[src/rtl/rv_ifetch_pkg.sv]
// rtl/rv_ifetch_pkg.sv - shared types and constants for the instruction-fetch front end
package rv_ifetch_pkg;

   localparam int DATA_WIDTH = 32;
   localparam logic [31:0] RV_NOP = 32'h0000_0013;

   typedef enum logic [1:0] {
      S_BOOT,
      S_RUN,
      S_HALT
   } ifetch_state_e;

   typedef struct packed {
      logic [DATA_WIDTH-1:0] pc;
      logic [31:0]           instr;
      logic                  trap;
   } if_entry_t;

endpackage

[src/rtl/rv_ifetch_fifo.sv]
// rtl/rv_ifetch_fifo.sv - synchronous FIFO with flush and occupancy count
module rv_ifetch_fifo
   import rv_ifetch_pkg::*;
#(
   parameter int FIFO_DEPTH = 2,
   parameter type T = if_entry_t
) (
   input  logic                        clk,
   input  logic                        rst_n,
   input  logic                        flush,
   input  logic                        push,
   input  T                            push_data,
   input  logic                        pop,
   output T                            head,
   output logic [$clog2(FIFO_DEPTH):0] count
);

   localparam int AW = $clog2(FIFO_DEPTH);
   localparam int CW = AW + 1;

   T               mem [FIFO_DEPTH];
   logic [AW-1:0]  rd_ptr;
   logic [AW-1:0]  wr_ptr;
   logic [AW-1:0]  wr_idx;

   // A push alongside a flush becomes the sole entry, written at slot 0.
   assign wr_idx = flush ? '0 : wr_ptr;
   assign head   = mem[rd_ptr];

   always_ff @(posedge clk or negedge rst_n) begin
      if (!rst_n) begin
         rd_ptr <= '0;
         wr_ptr <= '0;
         count  <= '0;
      end else if (flush) begin
         rd_ptr <= '0;
         wr_ptr <= AW'(push);
         count  <= CW'(push);
      end else begin
         if (push) wr_ptr <= wr_ptr + AW'(1);
         if (pop)  rd_ptr <= rd_ptr + AW'(1);
         case ({push, pop})
            2'b10:   count <= count + CW'(1);
            2'b01:   count <= count - CW'(1);
            default: ;
         endcase
      end
   end

   always_ff @(posedge clk) begin
      if (push) mem[wr_idx] <= push_data;
   end

endmodule

[src/rtl/rv_ifetch.sv]
// rtl/rv_ifetch.sv - instruction fetch front end; RV_IFETCH_MISALIGN_TRAP_EN adds if_trap and S_HALT
module rv_ifetch
   import rv_ifetch_pkg::*;
#(
   parameter logic [DATA_WIDTH-1:0] RESET_PC   = '0,
   parameter int                    FIFO_DEPTH = 2,
   parameter int                    MAX_OUTST  = 2
) (
   input  logic                  clk,
   input  logic                  rst_n,
   input  logic                  redirect_i,
   input  logic [DATA_WIDTH-1:0] nextpc_i,
   output logic                  imem_req_valid,
   input  logic                  imem_req_ready,
   output logic [DATA_WIDTH-1:0] imem_addr,
   input  logic                  imem_rsp_valid,
   input  logic [31:0]           imem_rdata,
   output logic                  if_valid,
   input  logic                  if_ready,
   output logic [DATA_WIDTH-1:0] if_pc,
   output logic [31:0]           if_instr
`ifdef RV_IFETCH_MISALIGN_TRAP_EN
   ,
   output logic                  if_trap
`endif
);

   localparam int              CW      = $clog2(FIFO_DEPTH) + 1;
   localparam logic [CW:0]     DEPTH_L = (CW+1)'(FIFO_DEPTH);
   localparam logic [CW-1:0]   MAX_L   = CW'(MAX_OUTST);

   ifetch_state_e          state_q, state_d;
   logic [DATA_WIDTH-1:0]  pc_q;
   logic [DATA_WIDTH-1:0]  tag_pc;
   logic [CW-1:0]          outstanding;
   logic [CW-1:0]          fifo_count;
   logic [CW-1:0]          drop_cnt;
   logic                   credit_ok, accept, rsp_take, push, pop, misalign;
   if_entry_t              push_entry, head;

`ifdef RV_IFETCH_MISALIGN_TRAP_EN
   assign misalign = redirect_i && (nextpc_i[1:0] != 2'b00);
`else
   logic unused_bits;
   assign misalign    = 1'b0;
   assign unused_bits = ^{head.trap, nextpc_i[1:0]};
`endif

   // Credits cover both in-flight requests and buffered entries, so a response can always be pushed.
   assign credit_ok = (({1'b0, outstanding} + {1'b0, fifo_count}) < DEPTH_L) && (outstanding < MAX_L);
   assign accept    = imem_req_valid && imem_req_ready;
   assign rsp_take  = imem_rsp_valid && (outstanding != '0);
   assign pop       = if_valid && if_ready;
   assign imem_addr = pc_q;

   always_comb begin
      state_d        = state_q;
      imem_req_valid = 1'b0;
      case (state_q)
         S_BOOT:  state_d = S_RUN;
         S_RUN:   imem_req_valid = credit_ok;
         S_HALT:  if (redirect_i) state_d = S_RUN;
         default: state_d = S_BOOT;
      endcase
      if (misalign) state_d = S_HALT;
   end

   always_comb begin
      push       = rsp_take && (drop_cnt == '0) && !redirect_i;
      push_entry = '{pc: tag_pc, instr: imem_rdata, trap: 1'b0};
      if (misalign) begin
         push       = 1'b1;
         push_entry = '{pc: nextpc_i, instr: RV_NOP, trap: 1'b1};
      end
   end

   always_ff @(posedge clk or negedge rst_n) begin
      if (!rst_n) begin
         state_q  <= S_BOOT;
         pc_q     <= RESET_PC;
         drop_cnt <= '0;
      end else begin
         state_q <= state_d;
         if (redirect_i) begin
`ifdef RV_IFETCH_MISALIGN_TRAP_EN
            pc_q <= nextpc_i;
`else
            pc_q <= {nextpc_i[DATA_WIDTH-1:2], 2'b00};
`endif
            // Everything still in flight after this edge belongs to the old path.
            drop_cnt <= outstanding + CW'(accept) - CW'(rsp_take);
         end else begin
            if (accept) pc_q <= pc_q + DATA_WIDTH'(4);
            if (rsp_take && (drop_cnt != '0)) drop_cnt <= drop_cnt - CW'(1);
         end
      end
   end

   rv_ifetch_fifo #(
      .FIFO_DEPTH (FIFO_DEPTH),
      .T          (logic [DATA_WIDTH-1:0])
   ) u_tag (
      .clk        (clk),
      .rst_n      (rst_n),
      .flush      (1'b0),
      .push       (accept),
      .push_data  (pc_q),
      .pop        (rsp_take),
      .head       (tag_pc),
      .count      (outstanding)
   );

   rv_ifetch_fifo #(
      .FIFO_DEPTH (FIFO_DEPTH),
      .T          (if_entry_t)
   ) u_buf (
      .clk        (clk),
      .rst_n      (rst_n),
      .flush      (redirect_i),
      .push       (push),
      .push_data  (push_entry),
      .pop        (pop),
      .head       (head),
      .count      (fifo_count)
   );

   assign if_valid = (fifo_count != '0);
   assign if_pc    = if_valid ? head.pc    : '0;
   assign if_instr = if_valid ? head.instr : RV_NOP;
`ifdef RV_IFETCH_MISALIGN_TRAP_EN
   assign if_trap  = if_valid && head.trap;
`endif

endmodule

[config.mk]
export PLATFORM = sky130hd
export DESIGN_NAME = rv_ifetch
export DESIGN_NICKNAME = d
export VERILOG_FILES = /design/src/rtl/rv_ifetch_pkg.sv /design/src/rtl/rv_ifetch_fifo.sv /design/src/rtl/rv_ifetch.sv
export SDC_FILE = /design/constraint.sdc
export NUM_CORES = 1
export LEC_CHECK = 0
export CAP_MARGIN = 20
export CORE_MARGIN = 3
export CORE_UTILIZATION = 25
export DETAILED_ROUTE_END_ITERATION = 6
export PLACE_DENSITY = 0.53
export SKIP_CTS_REPAIR_TIMING = 1
export SKIP_LAST_GASP = 1
export SYNTH_ARGS = -nofsm -noshare
export SYNTH_HDL_FRONTEND = slang
export SYNTH_HIERARCHICAL = 1
export SYNTH_SLANG_ARGS = --single-unit
[constraint.sdc]
create_clock -name clk -period 9.8 [get_ports clk]
set_input_delay 0.98 -clock clk [delete_from_list [all_inputs] [get_ports clk]]
set_output_delay 0.98 -clock clk [all_outputs]
set_load 0.005 [all_outputs]
==> load_flow_metrics.sql, run 1 <==
INSERT INTO impl_metrics (metric_group, metric, value, unit) VALUES
('route', 'detail_route.wirelength', '24200', 'um'),
('route', 'remaining_drc_errors', '0', ''),
('pwr', 'power.static_leakage', '4.54', 'nW'),
('die', 'design.portCount', '168', ''),
('cells_and_area', 'finalNetCount', '908', ''),
('job', 'max-cap-violations', '0', ''),
('cells_and_area', 'seq_area', '6800', 'sq um'),
('route', 'wl_per_cell', '17.6', 'um'),
('die', 'die_height', '208', 'um'),
('worst_setup_path', 'crit_path_max_cell_delay', '0.80', 'ns'),
('worst_setup_path', 'setup.worst_path.end', 'if_pc[16]', ''),
('placement', 'io_buffers', '163', ''),
('die', 'die_w', '208', 'um'),
('timing', 'timing.fmax', '252', 'MHz'),
('worst_setup_path', 'arrival_worst_endpoint', '2.99', 'ns'),
('cts', 'cts_root_buf', 'clkbuf_16', ''),
('worst_setup_path', 'crit_path_start', 'u_buf/rd_ptr', ''),
('worst_setup_path', 'rr_endpoint', 'u_tag/mem[1][3]', ''),
('yosys', 'synth.avg_cell_area', '15.5', 'sq um'),
('run_status', 'run_status', 'completed', ''),
('route', 'highest_layer', 'met4', ''),
('cts', 'cts.clk_slew.worst_paths', '0.06', 'ns'),
('worst_setup_path', 'startpoint_type', 'flop', ''),
('hold_path', 'min_path_type', 'input pin to asynchronous set/reset pin', ''),
('yosys', 'synthesis.yosys.warnings', '6', ''),
('placement', 'dp_slack', '5.74', 'ns'),
('timing', 'tightestPinTransition', '1.01', 'ns'),
('cts', 'tritoncts_clock_tree', 'built', ''),
('pwr', 'vdd_ir_drop_max', '0.0944', 'mV'),
('cells_and_area', 'final_layout_size_suffix_gt1_frac', '0.180', ''),
('worst_setup_path', 'cp_num_buf_inv', '2', ''),
('timing', 'finalSetupViolations', '0', ''),
('placement', 'gpl.final_weighted_congestion', '0.769', ''),
('placement', 'dp_hpwl', '15400', 'um'),
('pwr', 'cellPowerDensity', '232', 'nW/um^2'),
('worst_setup_path', 'ff2ff_path_depth', '9', ''),
('timing', 'final_max_slew_viol_count', '0', ''),
('route', 'metal3_wl', '1410', 'um'),
('die', 'dieArea', '43300', 'sq um'),
('cts', 'htreeDepth', '1', ''),
('timing', 'period_needed', '3.97', 'ns'),
('yosys', 'synthCells', '660', ''),
('die', 'floorplan.core_area', '40000', 'sq um'),
('route', 'viasPerCell', '4.26', ''),
('timing', 'post-route-worst-setup-slack', '5.83', 'ns'),
('worst_setup_path', 'timing.critical_path.to_type', 'output port', ''),
('grt', 'antenna_violations_before_repair', '0', ''),
('timing', 'setup-tns-final', '0', 'ns'),
('die', 'start_util', '0.255', ''),
('route', 'route.met2.wl', '11400', 'um'),
('grt', 'grt_pass1_vias', '6194', ''),
('route', 'dr.pass1.iters', '4', ''),
('route', 'route.vias.total', '5858', ''),
('grt', 'global_route.usage.total', '0.110', ''),
('route', 'first_iter_violations', '304', ''),
('cells_and_area', 'num-fill-cells', '3941', ''),
('timing', 'rsz0062_at_grt', 'false', ''),
('cts', 'clockBufferDepth', '3', ''),
('timing', 'clock-skew-final', '0.0147', 'ns'),
('timing', 'final_hold_viol_count', '0', ''),
('cells_and_area', 'flow.area_growth_from_synthesis', '29.2', '%'),
('cells_and_area', 'area_taken_by_multi_input_logic_gates', '3170', 'sq um'),
('grt', 'remaining_overflow_grt', '0', ''),
('grt', 'grt_max_degree', '67', ''),
('worst_setup_path', 'top_family_by_delay_on_critical_path', 'buffers and inverters', ''),
('cts', 'clkSinkCount', '233', ''),
('worst_setup_path', 'worst_path_slowest_cell', 'dfrtp_4', ''),
('worst_setup_path', 'setup.worst_path.class', 'flop to output port', ''),
('timing', 'fin_crit_share', '0.405', ''),
('worst_setup_path', 'worst-r2r-setup-slack', '6.50', 'ns'),
('worst_setup_path', 'critical_path_required', '8.82', 'ns'),
('cells_and_area', 'antenna-diode-count', '0', ''),
('cts', 'clk_latency', '0.53', 'ns'),
('timing', 'slew_headroom', '0.323', ''),
('die', 'rows', '73', ''),
('grt', 'grt_pass1_wl', '37200', 'um'),
('yosys', 'netlist_area', '10200', 'sq um'),
('worst_setup_path', 'reg2reg_from', 'u_tag/count[0]', ''),
('route', 'antenna_left', '0', ''),
('worst_setup_path', 'path_max_fanout', '35', ''),
('worst_setup_path', 'worst-path-stages', '4', ''),
('cts', 'cts_buffers', '27', ''),
('route', 'wl_met1', '11000', 'um'),
('worst_setup_path', 'crit_path_cell_trace', 'buf_4, mux2_2, and2_1, clkdlybuf4s50_1', '');
-- placed cells by master (no fill, tap or decap), types with 7 or more instances in the layout --
master and count:
and2_1 64, o31ai_1 12, clkbuf_1 8, xnor2_1 18, clkinv_1 7, nand3_1 13
mux2_4 69, clkdlybuf4s50_1 162, conb_1 11, o21ai_0 15, nand2_1 23, a31oi_1 16
nor2_1 25, mux2_2 28, nor4_1 8, inv_1 16, clkbuf_16 27, edfxtp_1 192
or4_1 16, buf_4 7, or3_1 7, dfrtp_1 39, nand4_1 7
-- final cells by class --
class,instances,area share
Clock buffer,35,0.0535
Clock inverter,12,0.00806
Inverter,17,0.00484
Multi-Input combinational cell,383,0.240
Sequential cell,233,0.515
Tap cell,525,0.0498
Timing Repair Buffer,171,0.129
-- routing by layer --
layer  GRT usage  up-vias
met5           0        -
met3      0.0237       27
met1       0.147     2869
met4      0.0300        0
met2       0.183      163
li1            -     2799
-- power by group --
| part | total (W) | leakage, nW | internal, W | switching [W] |
|---|---|---|---|---|
| registers | 0.00129 | 2.22 | 0.00120 | 0.0000886 |
| clock network | 0.000933 | 0.386 | 0.000554 | 0.000378 |
| logic | 0.000837 | 1.94 | 0.000487 | 0.000350 |
-- worst min-delay path by stage --
| stage | start | end | slack (ns) | cells after the start |
|---|---|---|---|---|
| 2_1_floorplan | imem_addr[30] | u_tag/mem[0][30] | 0.51 | 0 |
| 3_3_place_gp | u_tag/mem[1][12] | u_buf/mem[0][45] | 0.54 | 1 |
| 3_5_place_dp | u_tag/mem[1][25] | u_buf/mem[0][58] | 0.54 | 1 |
| 4_1_cts | u_tag/mem[1][4] | u_buf/mem[1][37] | 0.55 | 1 |
| 5_1_grt | rst_n | u_buf/rd_ptr | 0.28 | 1 |
| 6_report | rst_n | u_buf/rd_ptr | 0.30 | 1 |
-- stage by stage --
step                hold WS [ns]  std cells  cell area [sq um]  power, W   util
finish                     0.300       1376              13200   0.00306  0.330
global route               0.275       1376              13200   0.00324  0.330
CTS                        0.548       1375              13200   0.00313  0.329
detailed placement         0.545       1328              12400   0.00218  0.309
global placement           0.537       1328              12400   0.00217  0.309
floorplan                  0.506        669              10200   0.00179      -
-- registers in the layout, summed over array words and instances, names as in the netlist --
| name | count |
|---|---|
| state_q | 1 |
| u_buf/wr_ptr | 1 |
| u_tag/rd_ptr | 1 |
| u_buf/count | 2 |
| u_buf/mem | 128 |
| u_tag/mem | 64 |
| u_tag/wr_ptr | 1 |
| drop_cnt | 2 |
| u_tag/count | 2 |
| u_buf/rd_ptr | 1 |
| imem_addr | 30 |
-- worst register-to-register path: cells and delay by family (launching register included) --
kind / cells / cell delay, ns
AND/OR/NAND/NOR: 4 / 1.14
buffers and inverters: 4 / 0.90
flip-flops: 1 / 0.44
adder cells (fa/ha/maj): 1 / 0.43
(Power assumes the default switching activity.)
==> run 2, diff against run 1 <==
==> constraint.sdc (replaced) <==
create_clock -name clk -period 3.85 [get_ports clk]
set_input_delay 0.385 -clock clk [delete_from_list [all_inputs] [get_ports clk]]
set_output_delay 0.385 -clock clk [all_outputs]
set_load 0.005 [all_outputs]
==> run 2 against run 1 <==
  * Sequential power rose to 2.6 times the previous value
  * Register-to-register slack worse by 5.9 ns
  * Die area is the same
  * Via count rose by 0.38%
  * Critical path type unchanged
  * Critical endpoint is now imem_req_valid
  * Largest power group unchanged
  * Highest routed layer unchanged
==> load_flow_metrics.sql, run 2 (synthesis gave the netlist of run 1 again) <==
INSERT INTO impl_metrics (metric_group, metric, value, unit) VALUES
('placement', 'placedCellCount', '1331', ''),
('grt', 'grt_max_degree', '42', ''),
('worst_setup_path', 'worst-path-stages', '5', ''),
('run_status', 'run_status', 'completed', ''),
('die', 'start_util', '0.255', ''),
('route', 'antenna_left', '0', ''),
('cts', 'clkSinkCount', '233', ''),
('worst_setup_path', 'crit_path_start', 'u_tag/count[0]', ''),
('worst_setup_path', 'worst_path_slowest_cell', 'or4b_4', ''),
('cells_and_area', 'fin_area', '13500', 'sq um'),
('cells_and_area', 'final_common_cell', 'edfxtp_1', ''),
('pwr', 'p_int', '0.00605', 'W'),
('cells_and_area', 'largest_register_ffs', '128', ''),
('timing', 'clock-skew-final', '0.0225', 'ns'),
('worst_setup_path', 'setup.worst_path.class', 'flop to output port', ''),
('timing', 'timing.fmax', '298', 'MHz'),
('route', 'detail_route.wirelength', '23800', 'um'),
('cts', 'cts.clk_slew.worst_paths', '0.06', 'ns'),
('pwr', 'switching_share_of_power', '0.259', ''),
('hold_path', 'min_path_type', 'input pin to asynchronous set/reset pin', ''),
('timing', 'setup-tns-final', '0', 'ns'),
('grt', 'remaining_overflow_grt', '0', ''),
('pwr', 'power.combinational.fraction', '0.264', ''),
('worst_setup_path', 'setup.worst_path.end', 'imem_req_valid', ''),
('pwr', 'post-layout-total-power', '0.00816', 'W'),
('worst_setup_path', 'critical_path_required', '3.46', 'ns'),
('placement', 'placed_area', '12400', 'sq um'),
('pwr', 'power_frac_seq', '0.403', ''),
('cts', 'clk_latency', '0.54', 'ns'),
('grt', 'grt_pass1_vias', '5843', ''),
('worst_setup_path', 'rr_endpoint', 'imem_addr[22]', ''),
('job', 'max-cap-violations', '0', ''),
('cts', 'tritoncts_clock_tree', 'built', ''),
('pwr', 'cellPowerDensity', '606', 'nW/um^2'),
('worst_setup_path', 'path_max_fanout', '13', ''),
('cells_and_area', 'layout.core_utilization', '0.337', ''),
('die', 'dieArea', '43300', 'sq um'),
('die', 'rows', '73', ''),
('grt', 'antenna_violations_before_repair', '0', ''),
('cts', 'clockBufferDepth', '3', ''),
('die', 'die_height', '208', 'um'),
('cells_and_area', 'flow.area_growth_from_synthesis', '31.9', '%'),
('route', 'viasPerCell', '4.24', ''),
('cts', 'cts_root_buf', 'clkbuf_16', ''),
('pwr', 'switchingPower', '0.00211', 'W'),
('worst_setup_path', 'crit_path_cell_trace', 'and2_1, fa_1, or4b_4, inv_1, clkdlybuf4s50_1', ''),
('worst_setup_path', 'cp_num_buf_inv', '2', ''),
('timing', 'final_max_slew_viol_count', '0', ''),
('pwr', 'vdd_ir_drop_max', '0.234', 'mV'),
('timing', 'fin_crit_share', '0.872', ''),
('worst_setup_path', 'arrival_worst_endpoint', '2.97', 'ns'),
('worst_setup_path', 'ff2ff_path_depth', '6', ''),
('timing', 'finalSetupViolations', '0', ''),
('placement', 'io_buffers', '163', ''),
('cells_and_area', 'final_layout_size_suffix_gt1_frac', '0.194', ''),
('worst_setup_path', 'crit_path_max_cell_delay', '0.64', 'ns'),
('die', 'die_w', '208', 'um'),
('grt', 'global_route.usage.total', '0.107', ''),
('grt', 'grt_pass1_wl', '36000', 'um'),
('cts', 'htreeDepth', '1', ''),
('cells_and_area', 'finalNetCount', '914', ''),
('route', 'remaining_drc_errors', '0', ''),
('die', 'design.portCount', '168', ''),
('cells_and_area', 'antenna-diode-count', '0', ''),
('timing', 'slew_headroom', '0.496', ''),
('timing', 'final_hold_viol_count', '0', ''),
('cells_and_area', 'max_flop_register', 'u_buf/mem', ''),
('cells_and_area', 'final_cell_mix', 'edfxtp_1, clkdlybuf4s50_1, mux2_4', ''),
('pwr', 'power_frac_clock', '0.333', ''),
('placement', 'dp_hpwl', '16100', 'um'),
('worst_setup_path', 'reg2reg_from', 'u_tag/count[0]', ''),
('route', 'wl_per_cell', '17.1', 'um'),
('worst_setup_path', 'worst-r2r-setup-slack', '0.57', 'ns'),
('cells_and_area', 'layoutNonFillerInstCount', '1386', ''),
('die', 'floorplan.core_area', '40000', 'sq um'),
('worst_setup_path', 'top_family_by_delay_on_critical_path', 'simple AND/OR/NAND/NOR gates', ''),
('timing', 'tightestPinTransition', '0.756', 'ns'),
('route', 'first_iter_violations', '283', ''),
('pwr', 'power.static_leakage', '4.66', 'nW'),
('worst_setup_path', 'startpoint_type', 'flop', ''),
('cts', 'cts_buffers', '28', ''),
('route', 'dr.pass1.iters', '7', ''),
('placement', 'gpl.final_weighted_congestion', '0.750', ''),
('worst_setup_path', 'timing.critical_path.to_type', 'output port', ''),
('timing', 'period_needed', '3.36', 'ns'),
('timing', 'rsz0062_at_grt', 'false', ''),
('route', 'route.vias.total', '5880', '');
==> run 2: changes by cell type in the layout (fill, tap and decap cells not counted) <==
cell	delta
buf_12	+6
clkinv_2	+3
clkinv_1	-5
clkinv_4	+1
inv_6	+1
buf_4	-2
clkbuf_16	+2
bufinv_16	+3
dlygate4sd3_1	+1
==> run 2: layout make-up <==
class                           instances  area [sq um]
Fill cell                            3870         26500
Tap cell                              525           657
Clock buffer                           37           756
Inverter                               17          63.8
Clock inverter                         15           210
Multi-Input combinational cell        383          3170
Sequential cell                       233          6800
Timing Repair Buffer                  176          1810
==> run 2: how the worst min path moves through the flow <==
stage	from	end	cells after the start
after floorplan	rst_n	drop_cnt[0]	0
after global placement	u_tag/mem[0][13]	u_buf/mem[0][46]	1
after detailed placement	u_tag/mem[0][28]	u_buf/mem[0][61]	1
after CTS	rst_n	u_buf/rd_ptr	1
after global routing	rst_n	u_buf/rd_ptr	2
final	rst_n	u_buf/rd_ptr	2
==> run 2: worst register-to-register path, cell delays in order, from the launching register on <==
cell	delay (ns)
dfrtp_1	0.45
and2_1	0.20
fa_1	0.44
or4b_4	0.64
or4_1	0.72
or4_1	0.56
a31oi_1	0.17
==> run 2: metrics by stage <==
stage / hold WS [ns] / setup slack (ns)
2_1_floorplan: 0.0894 / 0.361
3_3_place_gp: 0.540 / 0.637
3_5_place_dp: 0.545 / 0.573
4_1_cts: 0.0197 / 0.451
5_1_grt: 0.191 / 0.349
6_report: 0.201 / 0.493
==> run 2: layer usage <==
layer	global-route usage	up-vias	part of all wire
met2	0.174	160	0.48
li1	-	2817	-
met3	0.0208	27	0.059
met5	0	-	0
met4	0.0323	0	0.019
met1	0.144	2876	0.45
==> run 2: power by group through the flow <==
stage | Clock (W) | Combinational, W | Sequential [W]
6_report | 0.00271 | 0.00215 | 0.00329
4_1_cts | 0.00282 | 0.00218 | 0.00334
3_5_place_dp | 0 | 0.00217 | 0.00339
2_1_floorplan | 0 | 0.00133 | 0.00321
5_1_grt | 0.00292 | 0.00236 | 0.00333
3_3_place_gp | 0 | 0.00215 | 0.00338
==> run 3, diff against run 2 <==
--- a/config.mk
+++ b/config.mk
@@ -7,9 +7,9 @@
 export LEC_CHECK = 0
 export CAP_MARGIN = 20
 export CORE_MARGIN = 3
-export CORE_UTILIZATION = 25
+export CORE_UTILIZATION = 35
 export DETAILED_ROUTE_END_ITERATION = 6
-export PLACE_DENSITY = 0.53
+export PLACE_DENSITY = 0.66
 export SKIP_CTS_REPAIR_TIMING = 1
 export SKIP_LAST_GASP = 1
 export SYNTH_ARGS = -nofsm -noshare
==> run 3 against run 2 <==
  * Largest cell class unchanged
  * Cell count fell by 11%
  * Count of clock-buffer cells in the layout fell by 7
  * Sequential share of layout area rose by 1.2 points
  * Largest power group unchanged
  * Sequential cell count did not move
==> load_flow_metrics.sql, run 3 (synthesis gave the netlist of run 1 again) <==
INSERT INTO impl_metrics (metric_group, metric, value, unit) VALUES
('route', 'viasPerCell', '4.78', ''),
('timing', 'tightestPinTransition', '1.07', 'ns'),
('grt', 'global_route.usage.total', '0.132', ''),
('worst_setup_path', 'crit_path_start', 'u_tag/count[0]', ''),
('placement', 'dp_slack', '0.539', 'ns'),
('cells_and_area', 'max_flop_register', 'u_buf/mem', ''),
('cts', 'cts.clk_slew.worst_paths', '0.06', 'ns'),
('cells_and_area', 'final_layout_size_suffix_gt1_frac', '0.194', ''),
('worst_setup_path', 'ff2ff_path_depth', '9', ''),
('cells_and_area', 'area_taken_by_multi_input_logic_gates', '3170', 'sq um'),
('route', 'remaining_drc_errors', '0', ''),
('cells_and_area', 'finalNetCount', '907', ''),
('cts', 'clockBufferDepth', '3', ''),
('hold_path', 'min_path_type', 'input pin to asynchronous set/reset pin', ''),
('grt', 'grt_pass1_vias', '5713', ''),
('cts', 'htreeDepth', '1', ''),
('worst_setup_path', 'rr_endpoint', 'u_tag/mem[1][29]', ''),
('timing', 'setup-tns-final', '0', 'ns'),
('die', 'floorplan.core_area', '28200', 'sq um'),
('die', 'rows', '61', ''),
('timing', 'fin_crit_share', '0.865', ''),
('cts', 'cts_root_buf', 'clkbuf_16', ''),
('timing', 'clock-skew-final', '0.0110', 'ns'),
('route', 'route.vias.total', '5885', ''),
('placement', 'gpl.final_weighted_congestion', '0.807', ''),
('die', 'dieArea', '31300', 'sq um'),
('run_status', 'run_status', 'completed', ''),
('cts', 'clk_latency', '0.52', 'ns'),
('worst_setup_path', 'crit_path_max_cell_delay', '0.65', 'ns'),
('worst_setup_path', 'path_max_fanout', '13', ''),
('cells_and_area', 'flow.area_growth_from_synthesis', '28.8', '%'),
('timing', 'final_hold_viol_count', '0', ''),
('route', 'first_iter_violations', '300', ''),
('timing', 'timing.fmax', '300', 'MHz'),
('pwr', 'vdd_ir_drop_max', '0.337', 'mV'),
('die', 'die_height', '177', 'um'),
('timing', 'timing.hold.ws', '0.0204', 'ns'),
('grt', 'antenna_violations_before_repair', '0', ''),
('pwr', 'power.static_leakage', '4.61', 'nW'),
('grt', 'grt_pass1_wl', '32800', 'um'),
('grt', 'grt_busiest_layer', 'met2', ''),
('route', 'wl_per_cell', '17.4', 'um'),
('cells_and_area', 'num-fill-cells', '2446', ''),
('pwr', 'post-layout-total-power', '0.00799', 'W'),
('worst_setup_path', 'crit_path_cell_trace', 'and2_1, fa_1, or4b_4, inv_1, clkdlybuf4s50_1', ''),
('cells_and_area', 'final_cell_mix', 'edfxtp_1, clkdlybuf4s50_1, mux2_4', ''),
('cts', 'tritoncts_clock_tree', 'built', ''),
('timing', 'post-route-worst-setup-slack', '0.519', 'ns'),
('grt', 'grt_max_degree', '65', ''),
('grt', 'grt_util_met2', '0.215', ''),
('worst_setup_path', 'worst_path_slowest_cell', 'or4b_4', ''),
('worst_setup_path', 'setup.worst_path.class', 'flop to output port', ''),
('cells_and_area', 'antenna-diode-count', '0', ''),
('route', 'dr.pass1.iters', '4', ''),
('worst_setup_path', 'timing.critical_path.to_type', 'output port', ''),
('cells_and_area', 'final_common_cell', 'edfxtp_1', ''),
('worst_setup_path', 'startpoint_type', 'flop', ''),
('timing', 'rsz0062_at_grt', 'false', ''),
('grt', 'remaining_overflow_grt', '0', ''),
('timing', 'final_max_slew_viol_count', '0', ''),
('die', 'design.portCount', '168', ''),
('timing', 'period_needed', '3.33', 'ns'),
('grt', 'gr-usage-met3', '0.0292', ''),
('job', 'max-cap-violations', '0', ''),
('route', 'detail_route.wirelength', '21400', 'um'),
('worst_setup_path', 'critical_path_required', '3.46', 'ns'),
('cells_and_area', 'seq_area', '6800', 'sq um'),
('route', 'antenna_left', '0', ''),
('grt', 'gr-usage-met1', '0.182', ''),
('cts', 'clkSinkCount', '233', ''),
('worst_setup_path', 'arrival_worst_endpoint', '2.95', 'ns'),
('worst_setup_path', 'reg2reg_from', 'u_tag/count[0]', ''),
('worst_setup_path', 'worst-r2r-setup-slack', '0.54', 'ns'),
('timing', 'finalSetupViolations', '0', ''),
('placement', 'dp_hpwl', '14000', 'um'),
('die', 'start_util', '0.362', ''),
('die', 'die_w', '177', 'um'),
('cts', 'cts_buffers', '26', ''),
('worst_setup_path', 'top_family_by_delay_on_critical_path', 'simple AND/OR/NAND/NOR gates', ''),
('cells_and_area', 'largest_register_ffs', '128', ''),
('worst_setup_path', 'cp_num_buf_inv', '2', ''),
('placement', 'io_buffers', '163', ''),
('worst_setup_path', 'worst-path-stages', '5', ''),
('timing', 'slew_headroom', '0.285', ''),
('pwr', 'cellPowerDensity', '608', 'nW/um^2');
## run 3: per-layer routing
metal | share of wire | up-vias | routed length (um)
li1 | - | 2807 | -
met1 | 0.46 | 2872 | 9750
met2 | 0.46 | 179 | 9850
met3 | 0.068 | 27 | 1450
met4 | 0.015 | 0 | 312
met5 | 0 | - | 0
## run 3: worst max-delay path by stage
stage | end
floorplan | u_tag/mem[1][0]
CTS | imem_req_valid
detailed placement | u_tag/mem[1][29]
finish | imem_req_valid
global route | u_tag/mem[1][30]
global placement | u_tag/mem[1][29]
## run 3: worst reg2reg max path: cells and delay by family (launching register included)
family        cells  cell delay (ns)
simple gates      4             1.34
flops             1             0.46
fa+ha+maj         1             0.43
buf+inv           4             0.78
## run 3: metrics by stage
step           utilization  area (sq um)  instances
2_1_floorplan            -         10200        669
3_3_place_gp         0.433         12200       1182
3_5_place_dp         0.433         12200       1182
4_1_cts              0.466         13100       1230
5_1_grt              0.466         13100       1230
6_report             0.466         13100       1230
## run 3: final cells by class
| cell class | count | area share |
|---|---|---|
| clock inverters | 18 | 0.0166 |
| inverters | 17 | 0.00485 |
| multi-input cells | 383 | 0.241 |
| well taps | 378 | 0.0360 |
| flip-flops and latches | 233 | 0.517 |
| repair buffers | 171 | 0.131 |
| clock buffers | 30 | 0.0538 |
## run 3: power breakdown
group | switching, W | total (W) | internal (W)
Clock | 0.000994 | 0.00259 | 0.00160
Combinational | 0.000805 | 0.00206 | 0.00126
Sequential | 0.000275 | 0.00333 | 0.00306
Total | 0.00207 | 0.00799 | 0.00591
